## config.mk

```make
export PLATFORM = sky130hd
export DESIGN_NAME = fft_result_streamer
export DESIGN_NICKNAME = d
export VERILOG_FILES = /design/src/rtl/fft_result_streamer.sv
export SDC_FILE = /design/constraint.sdc
export NUM_CORES = 1
export LEC_CHECK = 0
export BUFFER_PORTS_ARGS = -buffer_cell sky130_fd_sc_hd__buf_2
export CORE_AREA = 2 2 417 419
export DETAILED_ROUTE_END_ITERATION = 7
export DIE_AREA = 0 0 419 421
export GPL_TIMING_DRIVEN = 0
export HOLD_SLACK_MARGIN = 0.15
export SYNTH_ARGS = -nofsm -noshare
export SYNTH_HDL_FRONTEND = slang
export SYNTH_SLANG_ARGS = --single-unit
```

## constraint.sdc

```tcl
create_clock -name clk -period 3.71 [get_ports clk]
set_input_delay 0.1855 -clock clk [delete_from_list [all_inputs] [get_ports clk]]
set_output_delay 0.1855 -clock clk [all_outputs]
set_load 0.01 [all_outputs]
```

## src/rtl/fft_result_streamer.sv

```systemverilog
// Snapshots a parallel FFT result and streams the N bins out serially over valid/ready.
// Optional build macro FFT_STREAM_SAT_EN: saturate instead of wrap when narrowing to W bits.
module fft_result_streamer #(
    parameter int N     = 16,
    parameter int W     = 16,
    parameter int XW    = W + N,
    parameter int SHIFT = 0
) (
    input  logic                 clk,
    input  logic                 rst_n,
    input  logic                 start,
    input  logic signed [XW-1:0] X [N][2],
    output logic                 busy,
    output logic                 out_valid,
    input  logic                 out_ready,
    output logic signed [W-1:0]  out_re,
    output logic signed [W-1:0]  out_im,
    output logic [$clog2(N)-1:0] out_idx,
    output logic                 out_last,
    output logic                 done
);
    localparam int IW = $clog2(N);

    typedef enum logic {IDLE, STREAM} state_t;

    state_t                state, state_nx;
    logic                  hs, capture, advance, finish;
    logic [IW-1:0]         idx_nx;
    logic signed [XW-1:0]  snap [N][2];

    function automatic logic signed [W-1:0] scale(input logic signed [XW-1:0] v);
        logic signed [XW-1:0] s;
        s = v >>> SHIFT;
`ifdef FFT_STREAM_SAT_EN
        if (s > $signed({{(XW-W+1){1'b0}}, {(W-1){1'b1}}}))
            return {1'b0, {(W-1){1'b1}}};
        else if (s < $signed({{(XW-W+1){1'b1}}, {(W-1){1'b0}}}))
            return {1'b1, {(W-1){1'b0}}};
        else
            return s[W-1:0];
`else
        return s[W-1:0];
`endif
    endfunction

    assign hs     = out_valid && out_ready;
    assign idx_nx = out_idx + IW'(1);

    always_comb begin
        state_nx = state;
        capture  = 1'b0;
        advance  = 1'b0;
        finish   = 1'b0;
        case (state)
            IDLE: begin
                if (start) begin
                    capture  = 1'b1;
                    state_nx = STREAM;
                end
            end
            STREAM: begin
                if (hs) begin
                    if (out_idx != IW'(N-1)) begin
                        advance = 1'b1;
                    end else if (start) begin
                        // back-to-back frame: recapture on the last handshake, no bubble
                        capture = 1'b1;
                    end else begin
                        finish   = 1'b1;
                        state_nx = IDLE;
                    end
                end
            end
            default: state_nx = IDLE;
        endcase
    end

    always_ff @(posedge clk or negedge rst_n) begin
        if (!rst_n) state <= IDLE;
        else        state <= state_nx;
    end

    always_ff @(posedge clk or negedge rst_n) begin
        if (!rst_n) begin
            for (int k = 0; k < N; k++) begin
                snap[k][0] <= '0;
                snap[k][1] <= '0;
            end
            busy      <= 1'b0;
            out_valid <= 1'b0;
            out_re    <= '0;
            out_im    <= '0;
            out_idx   <= '0;
            out_last  <= 1'b0;
            done      <= 1'b0;
        end else begin
            done <= hs && out_last;
            if (capture) begin
                for (int k = 0; k < N; k++) begin
                    snap[k][0] <= X[k][0];
                    snap[k][1] <= X[k][1];
                end
                out_re    <= scale(X[0][0]);
                out_im    <= scale(X[0][1]);
                out_idx   <= '0;
                out_last  <= 1'b0;
                out_valid <= 1'b1;
                busy      <= 1'b1;
            end else if (advance) begin
                out_re   <= scale(snap[idx_nx][0]);
                out_im   <= scale(snap[idx_nx][1]);
                out_idx  <= idx_nx;
                out_last <= (idx_nx == IW'(N-1));
            end else if (finish) begin
                out_valid <= 1'b0;
                busy      <= 1'b0;
                out_last  <= 1'b0;
                out_re    <= '0;
                out_im    <= '0;
                out_idx   <= '0;
            end
        end
    end

endmodule
```

# [After elaboration in Yosys (flattened, before gate mapping)]
# Index checks and enable logic that the tools add are counted.
[word_totals] regBits=1064 inputBits=1028 out_inout_bits=40 elab_cells=81
[classes] n_addsub=1 magnitude_cmp=1 eq_ne=3 muxes=30 n_bitwise=2 reduce_logical=5
[op_table] op="binary-select mux 64 bit (select 4 bit)" count=1
[op_table] op="2-to-1 mux 48 bit" count=2
[op_table] op="2-to-1 mux 16 bit" count=5
[op_table] op="2-to-1 mux 1 bit" count=17
[op_table] op="2-to-1 mux 4 bit" count=3
[op_table] op="greater-or-equal comparator 5 bit (second input constant)" count=1
[op_table] op="inverter 4 -> 5 bit" count=1
[op_table] op="adder 4 x 1 -> 4 bit (second input constant)" count=1
[op_table] op="equality test 4 bit (second input constant)" count=1
[op_table] op="inequality test 4 bit (second input constant)" count=1
[op_table] op="one-hot mux 1 bit (2 select lines)" count=2
[op_table] op="nonzero test 3 bit" count=1
[op_table] op="logical AND 1 bit" count=2
[op_table] op="inequality test 2 bit (second input constant)" count=1
[op_table] op="AND reduction 2 bit" count=1
[op_table] op="nonzero test 2 bit" count=1
[op_table] op="inverter 1 bit" count=1

# [Depth between registers and ports, before layout]
# Gate-level depths: netlist of the first run.
[depth] depth_word=7 depth_mapped=12 depth_no_buf=6

# [Worst setup path after synthesis of the first run]
# OpenSTA, ideal clock, no wires.
[synth_path] kind="flip-flop to flip-flop" start="reg out_idx[0]" end="reg out_im[0]" t_arrival_ns=3.192 t_required_ns=3.584 setup_slack_ns=0.392 path_stages_with_launch=13 n_path_buf=6 period_less_slack_ns=3.318 path_cell_list="dfrtp_1 -> buf_2 -> buf_2 -> buf_2 -> inv_4 -> buf_4 -> ha_1 -> clkbuf_1 -> clkbuf_1 -> mux4_2 -> mux2i_1 -> o22ai_1 -> a221o_1"
[synth_between] elab_chain_len=7 word_cells_on_any_way=18
[synth_rtl] item="start, declared" line="18" source="output logic [$clog2(N)-1:0] out_idx,"
[synth_rtl] item="start signal, assigned" line="112" source="out_idx <= idx_nx;"
[synth_rtl] item="adder 4 x 1 -> 4 bit" line="47" source="assign idx_nx = out_idx + IW'(1);"
[synth_rtl] item="inverter 4 -> 5 bit (not written as such)" line="111" source="out_im <= scale(snap[idx_nx][1]);"
[synth_rtl] item="binary-select mux 64 bit (select 4 bit)" line="111"
[synth_rtl] item="2-to-1 mux 48 bit (not written as such) (2 in a row)" line="111"
[synth_rtl] item="2-to-1 mux 16 bit" line="109" source="end else if (advance) begin"
[synth_rtl] item="2-to-1 mux 16 bit" line="98" source="if (capture) begin"
[synth_rtl] item="end signal, assigned" line="104" source="out_im <= scale(X[0][1]);"
[synth_rtl] item="end signal, assigned" line="111"
[synth_rtl] item="end, declared" line="17" source="output logic signed [W-1:0] out_im,"
# Parallel ways exist; a longest one is shown, timed or not. The select of a mux whose other input is x is not followed.
# A chain may end at the register's enable or synchronous reset.

# [Final worst setup path of the first run]
[layout_path] start="reg out_idx[0]" end="reg out_re[12]"
[layout_between] elab_chain_len=7 word_cells_on_any_way=18
[layout_rtl] item="adder 4 x 1 -> 4 bit" line="47"
[layout_rtl] item="inverter 4 -> 5 bit (not written as such)" line="110" source="out_re <= scale(snap[idx_nx][0]);"
[layout_rtl] item="binary-select mux 64 bit (select 4 bit)" line="110"
[layout_rtl] item="2-to-1 mux 48 bit (2 in a row)"
[layout_rtl] item="2-to-1 mux 16 bit" line="109"
[layout_rtl] item="2-to-1 mux 16 bit" line="98"
[layout_rtl] item="end signal, assigned" line="103" source="out_re <= scale(X[0][0]);"
[layout_rtl] item="end signal, assigned" line="110"
[layout_rtl] item="end, declared" line="16" source="output logic signed [W-1:0] out_re,"
# Parallel ways exist; a longest one is shown, timed or not. The select of a mux whose other input is x is not followed.

==> metrics.txt, run 1 <==
CTS tree done; reg2reg setup slack 170 ps; HP Class in -> reg; critical path class reg -> reg; num rows 153; Num CTS Buffers 72; yosys warns 0; Final Core Density 0.223; worst-margin pin slew 1330 ps; Fillers 18200; critical-path maximum fanout 19; number of antenna violations at the first check in global routing 85; PwrDens 614 nW/µm²; die boundary width 419 µm; share of cells above drive strength 1 0.531; root buffer cell clkbuf_16; Sw Share 0.359; Post-CTS Setup Bufs 0; Max Freq 282 MHz; Max clock buf depth 3; vias per inst 3.79; internal power 15200 µW; Syn Inst Count 1489; outcome finished, final reports clean; first drt pass iteration count 5; maximum vdd drop 0.462 mV; Worst EP arrival 4110 ps; Slew headroom 0.110; Clk Latency, worst-skew pair 710 ps; # nets final 3670; Lkg Pwr 0.0166 µW; Worst setup EP type flip-flop; total global-route track usage 0.147; Reg-to-Reg Start out_idx[0]; starting DRC count in detailed routing 1229; max_cap viols 0; full die area 176000 µm²; Clk pwr share 0.312; slack of the critical path 166 ps; Yosys reg bits 552; area grow syn2layout 56.6%; port buffer count 555; CTS H-tree lvls 3; Syn Nets 2519; Slew Limit Fails 0; Initial Utilization 0.143; WP data required 4270 ps; RD Place Congestion 0.834; commonest non-fill, non-tap cell in the layout buf_2; most frequent cells in the layout 617 x buf_2, 552 x dfrtp_1, 517 x dlygate4sd3_1; RSZ-0062 raised after global routing no; grt total ovfl 0; wire length per cell 26.0 µm; startpoint types flip-flop; DP Worst Slack -2210 ps; via count 19100; Post-Syn Area 24600 µm²; sequential area share after synthesis 0.561; Mapped Avg Cell Area 16.5 µm²; NetSw 8510 µW; top-level I/O count 1068; Fin Clk Skew 34.9 ps; # clock sinks 552; Die Y 421 µm; fin crit share 0.955; Register-to-Register Path Depth 11; total wire length 131 mm; hold path depth 3; CP startpoint out_idx[0]; final hold violations 0; Tmin final 3540 ps; Post-DP HPWL 100 mm; sequential fraction of design power 0.311; Unique masters post-synth 30; DRC 0; global-route wire length before repair 174 mm; Final setup violation count 0; Clock Pin Slew Worst Setup and Hold Paths 80 ps; pin count of the biggest net entering global routing 114; number of global-route vias before repair 20600; Routed Antenna Nets 0; hold_sp X[676]; core area 172000 µm²; Gate power share 0.377
-- per-layer routing --
layer,GRT usage,part of all wire,vias up
met5,0,0.0014,-
met4,0.0871,0.064,30
met3,0.0317,0.056,307
met2,0.241,0.48,832
met1,0.177,0.40,9967
li1,-,-,7998
-- timing repair --
action                                  CTS  global route
endpoints found under the hold margin   839             0
hold buffers                            518             0
resized for setup                        81             1
endpoints found under the setup margin   33             9
-- cells by family after synthesis --
| group | share of synthesized area |
|---|---|
| AO/OA/AOI/OAI | 0.0259 |
| adder cells (fa/ha/maj) | 0.00102 |
| buffers and inverters | 0.0239 |
| flip-flops | 0.561 |
| XOR/XNOR | 0.00147 |
| AND/OR/NAND/NOR | 0.00564 |
| multiplexers | 0.381 |
-- flip-flops by register name, summed over array words and instances, names as in the netlist --
signal and flops:
out_idx 4, done 1, out_re 16, state 1, out_im 16, snap 512, out_last 1, out_valid 1
-- per-stage QoR --
step / area (µm²) / power (µW) / instances / TNS (ps) / hold WS, ps
final: 38500 / 23700 / 5050 / 0 / 233
after global routing: 38500 / 24600 / 5043 / 0 / 219
after CTS: 38500 / 24100 / 5018 / 0 / 158
after detailed placement: 30400 / 15400 / 4374 / -63950 / 251
after global placement: 30300 / 15300 / 4369 / -5462600 / 414
after floorplan: 24600 / 11500 / 1489 / 0 / -110
-- worst max-delay path, stage by stage, from the launching register on --
cell      delay [ps]
dfrtp_1          420
buf_4            200
buf_12           260
inv_4            180
buf_6            240
ha_1             380
clkbuf_8         230
buf_4            320
mux4_1           330
mux2i_1          460
o22a_1           230
a21oi_2           50
-- power groups by stage --
stage	Clock (µW)	Sequential (µW)	Combinational (µW)
finish	7390	7360	8920
global route	7820	7430	9360
CTS	7590	7340	9120
detailed placement	0	7440	7920
global placement	0	7420	7870
floorplan	0	7290	4210
-- cell usage after synthesis --
master,count,area [µm²]
nand2_1,9,33.8
xnor2_1,1,8.76
mux2i_1,64,641
buf_1,6,22.5
inv_4,1,6.26
and3_1,1,6.26
o21ai_0,7,35.0
nand2b_1,3,18.8
o22ai_1,19,119
xor2_4,1,27.5
mux2_2,512,5770
inv_1,1,3.75
clkbuf_1,22,82.6
a221o_1,19,190
buf_2,66,330
o22a_1,13,114
mux4_2,107,2410
a21oi_2,9,78.8
or2_2,1,6.26
ha_1,2,25.0
dfrtp_1,552,13800
o21a_1,1,7.51
a21oi_1,17,85.1
a21o_1,1,7.51
and2_1,1,6.26
mux4_1,21,552
buf_4,7,52.6
nand3_1,3,15.0
buf_6,8,90.1
nor2_1,14,52.6
-- worst paths after layout --
kind	end
worst max register to register	out_re[12]
min in group asynchronous	snap[197]
max in group asynchronous	snap[362]
worst min register to register	snap[291]
worst min-delay path	snap[676]
worst max-delay path	out_re[12]
-- layout make-up --
class	instances	area [µm²]	area share
sequential	552	13800	0.358
multi-input combinational	826	10400	0.270
timing repair buffer	1078	8130	0.211
tap	2325	2910	0.0755
clock buffer	96	2050	0.0533
buffer	108	734	0.0191
clock inverter	30	403	0.0105
antenna	33	82.6	0.00214
inverter	2	10.0	0.000260
Note: power is estimated with default switching activity, not from simulation.
==> run 2, diff against run 1 <==
Settings changed: ABC_AREA set to 1, CORE_AREA 2 2 417 419 to 2 2 414 416, DIE_AREA 0 0 419 421 to 0 0 416 418.
==> metrics.txt, run 2 <==
Post-Syn Area 25800 µm² (was 24600 µm²); DRC 0 (unchanged); Fin Clk Skew 30.0 ps (was 34.9 ps); Tmin final 3620 ps (was 3540 ps); most frequent cells in the layout 1234 x nand2_1, 679 x buf_2, 552 x dfrtp_1 (was 617 x buf_2, 552 x dfrtp_1, 517 x dlygate4sd3_1); most numerous cell in the Yosys netlist nand2_1 (was dfrtp_1); vias per inst 4.19 (was 3.79); Power, Total 14000 µW (was 23700 µW); Syn Inst Count 3281 (was 1489); Num CTS Buffers 71 (was 72); wire length per cell 26.5 µm (was 26.0 µm); Main synth FF type dfrtp_1 (unchanged); sequential area share after synthesis 0.535 (was 0.561); Yosys reg bits 552 (unchanged); full die area 174000 µm² (was 176000 µm²); RD Place Congestion 0.927 (was 0.834); commonest non-fill, non-tap cell in the layout nand2_1 (was buf_2); first drt pass iteration count 8 (was 5); fin crit share 0.976 (was 0.955); RSZ-0062 raised after global routing no (unchanged); Clk Latency, worst-skew pair 650 ps (was 710 ps); Reg-to-Reg Start out_idx[0] (unchanged); PwrDens 359 nW/µm² (was 614 nW/µm²); top-level I/O count 1068 (unchanged); root buffer cell clkbuf_16 (unchanged); critical-path maximum fanout 19 (unchanged); worst-margin pin slew 1240 ps (was 1330 ps); Unique masters post-synth 24 (was 30); Synth area leader dfrtp_1 (unchanged); total global-route track usage 0.200 (was 0.147); Register-to-Register Path Depth 11 (unchanged); Crit-path slowest cell dfrtp_1 (was mux2i_1); # clock sinks 552 (unchanged); global-route wire length before repair 237 mm (was 174 mm); TNS Setup 0 ps (unchanged); # nets final 5460 (was 3670); area grow syn2layout 51.1% (was 56.6%); Worst EP arrival 4150 ps (was 4110 ps); Lkg Pwr 0.0195 µW (was 0.0166 µW); Max Freq 276 MHz (was 282 MHz); EDFF count, synth 0 (unchanged); WP data required 4240 ps (was 4270 ps); crit-path most repeated cell buf_4 (unchanged); Post-DP HPWL 140 mm (was 100 mm); CTS H-tree lvls 3 (unchanged); via count 28200 (was 19100); Clock Pin Slew Worst Setup and Hold Paths 60 ps (was 80 ps); pin count of the biggest net entering global routing 120 (was 114); Final Core Density 0.231 (was 0.223); Die Y 418 µm (was 421 µm); Crit path buffers/inverters 5 (was 6); startpoint types flip-flop (unchanged); Syn Nets 4311 (was 2519); Cell Count, Final, Fillers Out 6720 (was 5050); critical path's top delay family buffers and inverters (unchanged); Cells after DPL 6059 (was 4374); Slew headroom 0.166 (was 0.110); number of global-route vias before repair 29100 (was 20600); max reg flops 512 (unchanged); starting DRC count in detailed routing 2509 (was 1229); Critical R2R Capture out_im[4] (was out_re[12]); grt total ovfl 0 (unchanged); Largest regs snap: 512 flops, out_im: 16 flops, out_re: 16 flops (unchanged); max_cap viols 0 (unchanged); crit-path cells buf_4, inv_2, buf_4, ha_1, buf_4, buf_2, a21oi_1, o21ai_0, o211ai_1, nand3_1, nand3b_1 (was buf_4, buf_12, inv_4, buf_6, ha_1, clkbuf_8, buf_4, mux4_1, mux2i_1, o22a_1, a21oi_2); die boundary width 416 µm (was 419 µm); Yosys top cell area share 0.535 (was 0.561); Final setup violation count 0 (unchanged); total wire length 178 mm (was 131 mm); port buffer count 555 (unchanged); Area contributors post-synth dfrtp_1 53%, nand2_1 18%, o21ai_0 8.3% (was dfrtp_1 56%, mux2_2 23%, mux4_2 9.8%); Post-CTS Setup Bufs 0 (unchanged); maximum vdd drop 0.280 mV (was 0.462 mV); Slew Limit Fails 0 (unchanged); ys async rst share 1.00 (unchanged); CP max stage delay 650 ps (was 460 ps); HP Class in -> async (was in -> reg); register with the most flip-flops snap (unchanged); Worst setup EP type flip-flop (unchanged); critical path class reg -> reg (unchanged); Design Area, Final 39000 µm² (was 38500 µm²); core area 169000 µm² (was 172000 µm²); share of cells above drive strength 1 0.192 (was 0.531); num rows 151 (was 153); CTS tree done (unchanged); yosys warns 0 (unchanged); placed instance area 31500 µm² (was 30400 µm²); Mapped Avg Cell Area 7.87 µm² (was 16.5 µm²); Max clock buf depth 3 (unchanged); most instantiated cells after synthesis 1234 x nand2_1, 552 x dfrtp_1, 431 x o21ai_0 (was 552 x dfrtp_1, 512 x mux2_2, 107 x mux4_2); number of antenna violations at the first check in global routing 29 (was 85); Initial Utilization 0.153 (was 0.143); Routed Antenna Nets 0 (unchanged); final hold violations 0 (unchanged); outcome finished, final reports clean (unchanged); reg2reg setup slack 90 ps (was 170 ps)
==> run 2: kinds of logic (layout without fill, tap and decap cells) <==
| group | count (synthesis) | after routing | share of synthesized area |
|---|---|---|---|
| AND/OR/NAND/NOR | 1569 | 1569 | 0.245 |
| AO/OA/AOI/OAI | 585 | 585 | 0.121 |
| buffers and inverters | 571 | 1770 | 0.0971 |
| flip-flops | 552 | 552 | 0.535 |
| adder cells (fa/ha/maj) | 2 | 2 | 0.000968 |
| XOR/XNOR | 2 | 2 | 0.000678 |
| other | 0 | 22 | 0 |
==> run 2: how the worst max path moves through the flow <==
stage               startpoint   endpoint  cells past startpoint
floorplan           out_idx[0]  out_im[0]                     13
global placement         rst_n  snap[424]                      1
detailed placement  out_idx[0]  out_im[1]                     12
CTS                 out_idx[0]  out_im[6]                     12
global route        out_idx[0]  out_im[6]                     12
finish              out_idx[0]  out_im[4]                     11
==> run 2: routing by layer <==
metal,wire length (µm),vias to the layer above,global-route usage
li1,-,12700,-
met1,67200,13600,0.225
met2,83900,1352,0.332
met3,10800,441,0.0375
met4,15800,12,0.156
met5,84,-,0.000278
==> run 2: layout make-up <==
cell class / count / area [µm²]
clock inverter: 25 / 268
timing repair buffer: 1077 / 8120
antenna: 22 / 55.1
multi-input combinational: 2158 / 9520
sequential: 552 / 13800
buffer: 221 / 1240
tap: 2218 / 2780
clock buffer: 98 / 1950
fill: 18600 / 130000
inverter: 349 / 1310
==> run 2: through the flow <==
stage / hold slack, ps / setup slack, ps
2_1_floorplan: -110 / 1310
3_3_place_gp: 393 / -9780
3_5_place_dp: 184 / -768
4_1_cts: 182 / 109
5_1_grt: 238 / 30.3
6_report: 196 / 87.9
==> run 2: where the power goes <==
part	internal, µW	switching, µW	total, µW
logic	572	560	1130
registers	6020	1.48	6030
clock network	3950	2910	6860
total	10600	3470	14000
==> run 2: worst reg2reg max path, delay by kind of cell (launching register included) <==
family / cells / cell delay [ps]
adders and majority gates: 1 / 330
and+or+nand+nor: 2 / 280
buffers and inverters: 5 / 1380
AOI/OAI and AO/OA: 3 / 870
DFF: 1 / 650
==> run 2: repair_timing <==
item                                   CTS  global route
hold buffers                           517             0
endpoints found under the hold margin  879             0
resized for setup                       30             1
setup endpoints to repair               33             1
pin swaps                                0             0
